`src/rtl/ws2812_bit_ctl.sv`:
```
// ws2812_bit_ctl: pixel-to-bit sequencer feeding a WS2812 bit waveform generator.
// Accepts GRB pixel words, shifts them out MSB first as one request per bit,
// waits for the generator's done pulse per bit, then holds a programmable
// latch gap before reporting frame completion.
//
// Handshakes:
//   pixel input : a word is taken on any rising clk_in edge where
//                 pix_valid_in and pix_ready_out are both high; pix_ready_out
//                 does not depend on pix_valid_in.
//   bit output  : bit_rdy_out is a one-cycle request; bit_data_out is valid in
//                 that cycle and is held until the generator answers with
//                 bit_done_in. A done pulse in the request cycle itself is
//                 stale and ignored.
module ws2812_bit_ctl #(
  parameter int PIXEL_BITS    = 24,
  parameter int PIX_CNT_WIDTH = 8,
  parameter int RST_CNT_WIDTH = 16
) (
  input  logic                     clk_in,
  input  logic                     rst_in,
  input  logic                     frame_start_in,
  input  logic [PIX_CNT_WIDTH-1:0] pixel_num_in,
  input  logic [RST_CNT_WIDTH-1:0] rst_cnt_in,
  input  logic                     pix_valid_in,
  input  logic [PIXEL_BITS-1:0]    pix_data_in,
  output logic                     pix_ready_out,
  input  logic                     bit_done_in,
  output logic                     bit_rdy_out,
  output logic                     bit_data_out,
  output logic                     frame_busy_out,
  output logic                     frame_done_out
);

  localparam int IDX_W = (PIXEL_BITS > 1) ? $clog2(PIXEL_BITS) : 1;

  localparam logic [IDX_W-1:0]         LAST_IDX = IDX_W'(PIXEL_BITS - 1);
  localparam logic [IDX_W-1:0]         IDX_ZERO = '0;
  localparam logic [IDX_W-1:0]         IDX_ONE  = IDX_W'(1);
  localparam logic [PIX_CNT_WIDTH-1:0] PIX_ZERO = '0;
  localparam logic [PIX_CNT_WIDTH-1:0] PIX_ONE  = PIX_CNT_WIDTH'(1);
  localparam logic [RST_CNT_WIDTH-1:0] GAP_ONE  = RST_CNT_WIDTH'(1);

  typedef enum logic [2:0] {
    ST_IDLE  = 3'd0,
    ST_LOAD  = 3'd1,
    ST_SEND  = 3'd2,
    ST_WAIT  = 3'd3,
    ST_LATCH = 3'd4
  } state_e;

  state_e                   state_q,    state_d;
  logic [PIXEL_BITS-1:0]    shift_q,    shift_d;
  logic [IDX_W-1:0]         bit_idx_q,  bit_idx_d;
  logic [PIX_CNT_WIDTH-1:0] pix_left_q, pix_left_d;
  logic [RST_CNT_WIDTH-1:0] gap_cnt_q,  gap_cnt_d;
  logic                     bit_data_q, bit_data_d;
  logic                     busy_q,     busy_d;
  logic                     done_q,     done_d;

  // Next-state logic: sequencing of pixels, bits and the latch gap.
  always_comb begin
    state_d    = state_q;
    shift_d    = shift_q;
    bit_idx_d  = bit_idx_q;
    pix_left_d = pix_left_q;
    gap_cnt_d  = gap_cnt_q;
    bit_data_d = bit_data_q;
    busy_d     = busy_q;
    done_d     = 1'b0;

    case (state_q)
      ST_IDLE: begin
        if (frame_start_in) begin
          busy_d = 1'b1;
          if (pixel_num_in != PIX_ZERO) begin
            pix_left_d = pixel_num_in;
            state_d    = ST_LOAD;
          end else begin
            // Empty frame: only the latch gap is produced.
            gap_cnt_d = rst_cnt_in;
            state_d   = ST_LATCH;
          end
        end
      end

      ST_LOAD: begin
        // pix_ready_out is high throughout this state, so valid alone completes the handshake.
        if (pix_valid_in) begin
          shift_d    = pix_data_in;
          bit_idx_d  = LAST_IDX;
          bit_data_d = pix_data_in[PIXEL_BITS-1];
          state_d    = ST_SEND;
        end
      end

      ST_SEND: begin
        // Single request cycle; any done pulse seen here belongs to the previous bit.
        state_d = ST_WAIT;
      end

      ST_WAIT: begin
        if (bit_done_in) begin
          if (bit_idx_q != IDX_ZERO) begin
            shift_d    = shift_q << 1;
            bit_idx_d  = bit_idx_q - IDX_ONE;
            bit_data_d = shift_d[PIXEL_BITS-1];
            state_d    = ST_SEND;
          end else if (pix_left_q > PIX_ONE) begin
            pix_left_d = pix_left_q - PIX_ONE;
            state_d    = ST_LOAD;
          end else begin
            gap_cnt_d = rst_cnt_in;
            state_d   = ST_LATCH;
          end
        end
      end

      ST_LATCH: begin
        // A loaded count of 0 or 1 both give a single gap cycle.
        if (gap_cnt_q <= GAP_ONE) begin
          gap_cnt_d = '0;
          done_d    = 1'b1;
          busy_d    = 1'b0;
          state_d   = ST_IDLE;
        end else begin
          gap_cnt_d = gap_cnt_q - GAP_ONE;
        end
      end

      default: begin
        state_d = ST_IDLE;
      end
    endcase
  end

  // State and datapath registers with asynchronous clear.
  always_ff @(posedge clk_in or posedge rst_in) begin
    if (rst_in) begin
      state_q    <= ST_IDLE;
      shift_q    <= '0;
      bit_idx_q  <= '0;
      pix_left_q <= '0;
      gap_cnt_q  <= '0;
      bit_data_q <= 1'b0;
      busy_q     <= 1'b0;
      done_q     <= 1'b0;
    end else begin
      state_q    <= state_d;
      shift_q    <= shift_d;
      bit_idx_q  <= bit_idx_d;
      pix_left_q <= pix_left_d;
      gap_cnt_q  <= gap_cnt_d;
      bit_data_q <= bit_data_d;
      busy_q     <= busy_d;
      done_q     <= done_d;
    end
  end

  assign pix_ready_out  = (state_q == ST_LOAD);
  assign bit_rdy_out    = (state_q == ST_SEND);
  assign bit_data_out   = bit_data_q;
  assign frame_busy_out = busy_q;
  assign frame_done_out = done_q;

endmodule

```
`config.mk`:
```
export PLATFORM = sky130hd
export DESIGN_NAME = ws2812_bit_ctl
export DESIGN_NICKNAME = d
export VERILOG_FILES = /design/src/rtl/ws2812_bit_ctl.sv
export SDC_FILE = /design/constraint.sdc
export NUM_CORES = 1
export LEC_CHECK = 0
export BUFFER_PORTS_ARGS = -buffer_cell sky130_fd_sc_hd__buf_2
export CORE_MARGIN = 2
export CORE_UTILIZATION = 53
export CTS_BUF_LIST = sky130_fd_sc_hd__clkbuf_4 sky130_fd_sc_hd__clkbuf_8
export DETAILED_ROUTE_END_ITERATION = 10
export PLACE_DENSITY = 0.82
export SLEW_MARGIN = 10
export SYNTH_ARGS = -nofsm -noshare
export SYNTH_HDL_FRONTEND = slang
export SYNTH_SLANG_ARGS = --single-unit
export TNS_END_PERCENT = 50
```
`constraint.sdc`:
```
create_clock -name clk_in -period 1.8 [get_ports clk_in]
set_clock_uncertainty 0.05 [all_clocks]
set_input_delay 0.09 -clock clk_in [delete_from_list [all_inputs] [get_ports clk_in]]
set_output_delay 0.09 -clock clk_in [all_outputs]
set_load 0.01 [all_outputs]
```
==> results.sh <==
export IMPL_status="complete, but fails checks"
export IMPL_violations="negative hold slack, negative setup slack"
export IMPL_hold_violations=2
export IMPL_htree_levels=3
export IMPL_gp_congestion=0.8991
export IMPL_design_area_mm2=0.005300
export IMPL_crit_path_end_kind="flip-flop"
export IMPL_setup_tns_ns=-8.545
export IMPL_cts_buffers=9
export IMPL_syn_nets=420
export IMPL_crit_family="simple AND/OR/NAND/NOR gates"
export IMPL_fmax_mhz=441.1
export IMPL_post_place_ws_ns=-0.5222
export IMPL_antenna_found_initial=0
export IMPL_synth_edf_count=0
export IMPL_crit_type="flip-flop to flip-flop"
export IMPL_area_delta_synth_final_pct=58.89
export IMPL_numPortBuffers=57
export IMPL_synth_area_per_cell_um2=9.240
export IMPL_hold_class="input port to flip-flop"
export IMPL_synthesis_area_mm2=0.003336
export IMPL_swShare=0.4381
export IMPL_async_flop_share=1.000
export IMPL_fin_hold_ws_ns=-0.002943
export IMPL_yosys_register_bits=58
export IMPL_drv_slew=0
export IMPL_synth_distinct_cells=57
export IMPL_finalSetupViolCount=59
export IMPL_track_usage=0.3278
export IMPL_ir_drop_uv=993.6
export IMPL_finalNetCount=597
export IMPL_internal_power_mw=4.894
export IMPL_die_area_mm2=0.006945
export IMPL_wl_per_cell_um=23.53
export IMPL_dieWidth_um=83.34
export IMPL_first_pass_iters=7
export IMPL_row_count=28
export IMPL_cap_violations=0
export IMPL_core_mm2=0.005991
export IMPL_antenna_left=0
export IMPL_yosysWarnings=0
export IMPL_setup_ws_ns=-0.4668
export IMPL_power_frac_clock=0.138
export IMPL_pwr_density_cell_mw_per_mm2=1643
export IMPL_clkSinkCount=58
export IMPL_num_io_pins=58
export IMPL_grt_overflow_total=0
export IMPL_seqPwrFrac=0.274
export IMPL_grt_max_degree=59
export IMPL_hpwl_um=5990
export IMPL_critical_path_required_ns=2.03
export IMPL_drc=0
export IMPL_syn_inst=361
export IMPL_cts_max_path_buffers=2
export IMPL_rsz0062_at_grt="true"
export IMPL_postPlaceCellArea_mm2=0.004223
export IMPL_maxSlewHeadroom=0.6350
export IMPL_path_max_fanout=14
export IMPL_clk_pin_slew_ns=0.08
export IMPL_wl_um=14520
export IMPL_arrival_ns=2.50
export IMPL_p_comb_frac=0.588
export IMPL_ys_seq_area_frac=0.4351
export IMPL_chipHeight_um=83.34
export IMPL_power_switching_mw=3.816
export IMPL_clk_latency_ns=0.36
export IMPL_p_leak_nw=2.425
export IMPL_crit_chain="nor2_1 > nand2_1 > buf_4 > nor4_1 > a21oi_1 > o2bb2ai_2"
export IMPL_power_mw=8.709
export IMPL_critPathMaxStageDelay_ns=0.53
export IMPL_antennaDiodeCount=0
export IMPL_start_kind="flip-flop"
export IMPL_drt_iter0_drc=631
export IMPL_critPathBufInv=1
export IMPL_min_period_ns=2.267
export IMPL_cts_tree="built"
export IMPL_grt_pass1_wl_um=18150
export IMPL_fin_crit_sh=1.259
export IMPL_first_global_vias=3787
export IMPL_cp_slowest_cell="nor4_1"
export IMPL_num_vias=4136
export IMPL_postSynth_topFlopCell="dfrtp_1"
export IMPL_initial_core_util=0.5568
export IMPL_drive_gt1_frac=0.4686
export IMPL_tightest_slew_ns=0.5425
export IMPL_root_buffer="clkbuf_8"
export IMPL_routed_via_density=6.703
[registers in the layout, summed over array words and instances (netlist names)]
| name | flops |
|---|---|
| bit_idx_q | 5 |
| pix_left_q | 8 |
| shift_q | 23 |
| state_q | 3 |
| gap_cnt_q | 16 |
| frame_busy_out | 1 |
| frame_done_out | 1 |
| bit_data_out | 1 |
[cells in the mapped netlist, types with 3 or more instances]
master      n  area [um^2]
xor2_1      3        26.28
nand3_1     8        40.04
a31oi_1     3        18.77
ha_1        6        75.07
o2bb2ai_1   9        78.83
clkbuf_1    7        26.28
o21ai_0    40        200.2
o21ai_1    10        50.05
nand2_1    42        157.7
or2_2       3        18.77
a22oi_1     8        60.06
a32oi_1     3        26.28
buf_2       8        40.04
dfrtp_1    58         1451
nor4_1      7        43.79
nor3_1     21        105.1
inv_1      11        41.29
or3_1       3        18.77
mux2i_1    24        240.2
a21oi_1    15        75.07
nor2_1     22        82.58
[logic make-up (layout without fill, tap and decap cells)]
group,count (synthesis),in the layout,synth area share
DFF,58,58,0.4351
adders and majority gates,6,6,0.02251
buffers and inverters,33,212,0.05101
AOI/OAI and AO/OA,114,115,0.2232
muxes,24,24,0.07202
xor gates and xnor gates,3,3,0.007878
and+or+nand+nor,123,124,0.1883
[per-layer routing]
metal	GRT usage	up-vias	wire (um)
met5	0	-	0
met4	0.2072	0	1168
met3	0.06859	128	1331
met2	0.5462	356	6909
met1	0.3838	1967	5108
li1	-	1685	-
[final cells by class]
type | count | area [um^2]
multi-input cells | 272 | 2083
flip-flops and latches | 58 | 1455
repair buffers | 186 | 1438
fillers | 256 | 690.7
clock buffers | 13 | 178.9
well taps | 75 | 93.84
inverters | 11 | 41.29
clock inverters | 2 | 10.01
[cell usage in the layout, fill, tap and decap left out, types with 3 or more instances in the layout]
master / n
nand3_1: 5
dfrtp_1: 55
buf_12: 4
nor3_1: 17
a21oi_1: 13
buf_4: 85
nand2_1: 38
ha_1: 3
nor4_1: 6
a22oi_1: 7
nor2_1: 17
dfrtp_2: 3
o2bb2ai_1: 5
o21ai_0: 20
mux2i_1: 24
inv_1: 8
nand3_2: 3
dlygate4sd3_1: 24
o21ai_2: 10
buf_2: 57
inv_2: 3
o2bb2ai_2: 4
clkbuf_8: 13
nor2_4: 3
xor2_1: 3
buf_6: 15
o21ai_1: 20
nor3_2: 4
[worst paths after layout]
path	start	endpoint	slack, ns	depth (start not counted)
worst max-delay path	state_q[0]	gap_cnt_q[13]	-0.47	6
worst min-delay path	pix_data_in[6]	shift_q[6]	-0.003	3
worst max register to register	state_q[0]	gap_cnt_q[13]	-0.47	6
worst min register to register	shift_q[6]	shift_q[6]	0.43	2
max in group asynchronous	rst_in	state_q[1]	1.14	4
min in group asynchronous	rst_in	gap_cnt_q[13]	0.28	4
[per-stage QoR]
| stage | std cells | utilization |
|---|---|---|
| 2_1_floorplan | 361 | - |
| 3_3_place_gp | 547 | 0.7049 |
| 3_5_place_dp | 547 | 0.7049 |
| 4_1_cts | 604 | 0.8289 |
| 5_1_grt | 617 | 0.8847 |
| 6_report | 617 | 0.8847 |
[worst reg2reg max path: cells and delay by family (launching register included)]
kind | cells | cell delay (ns)
compound gates | 2 | 0.33
simple gates | 3 | 1.06
buf+inv | 1 | 0.29
flops | 1 | 0.46
[what timing repair did]
item / in CTS / in global routing
endpoints found under the hold margin: 81 / 0
setup buffers: 17 / 11
setup endpoints to repair: 57 / 58
cloned: 1 / 3
pin swaps: 19 / 20
gates resized for setup: 48 / 67
hold buffers: 24 / 0
[power groups by stage]
stage                     clock network, mW  registers, mW  logic, mW
after detailed placement                  0           2.29       3.59
after floorplan                           0           2.27       2.18
after global placement                    0           2.25       3.46
after CTS                              1.16           2.30       3.99
final                                  1.20           2.38       5.13
after global routing                   1.26           2.42       5.36
Note: power is estimated with default switching activity, not from simulation.
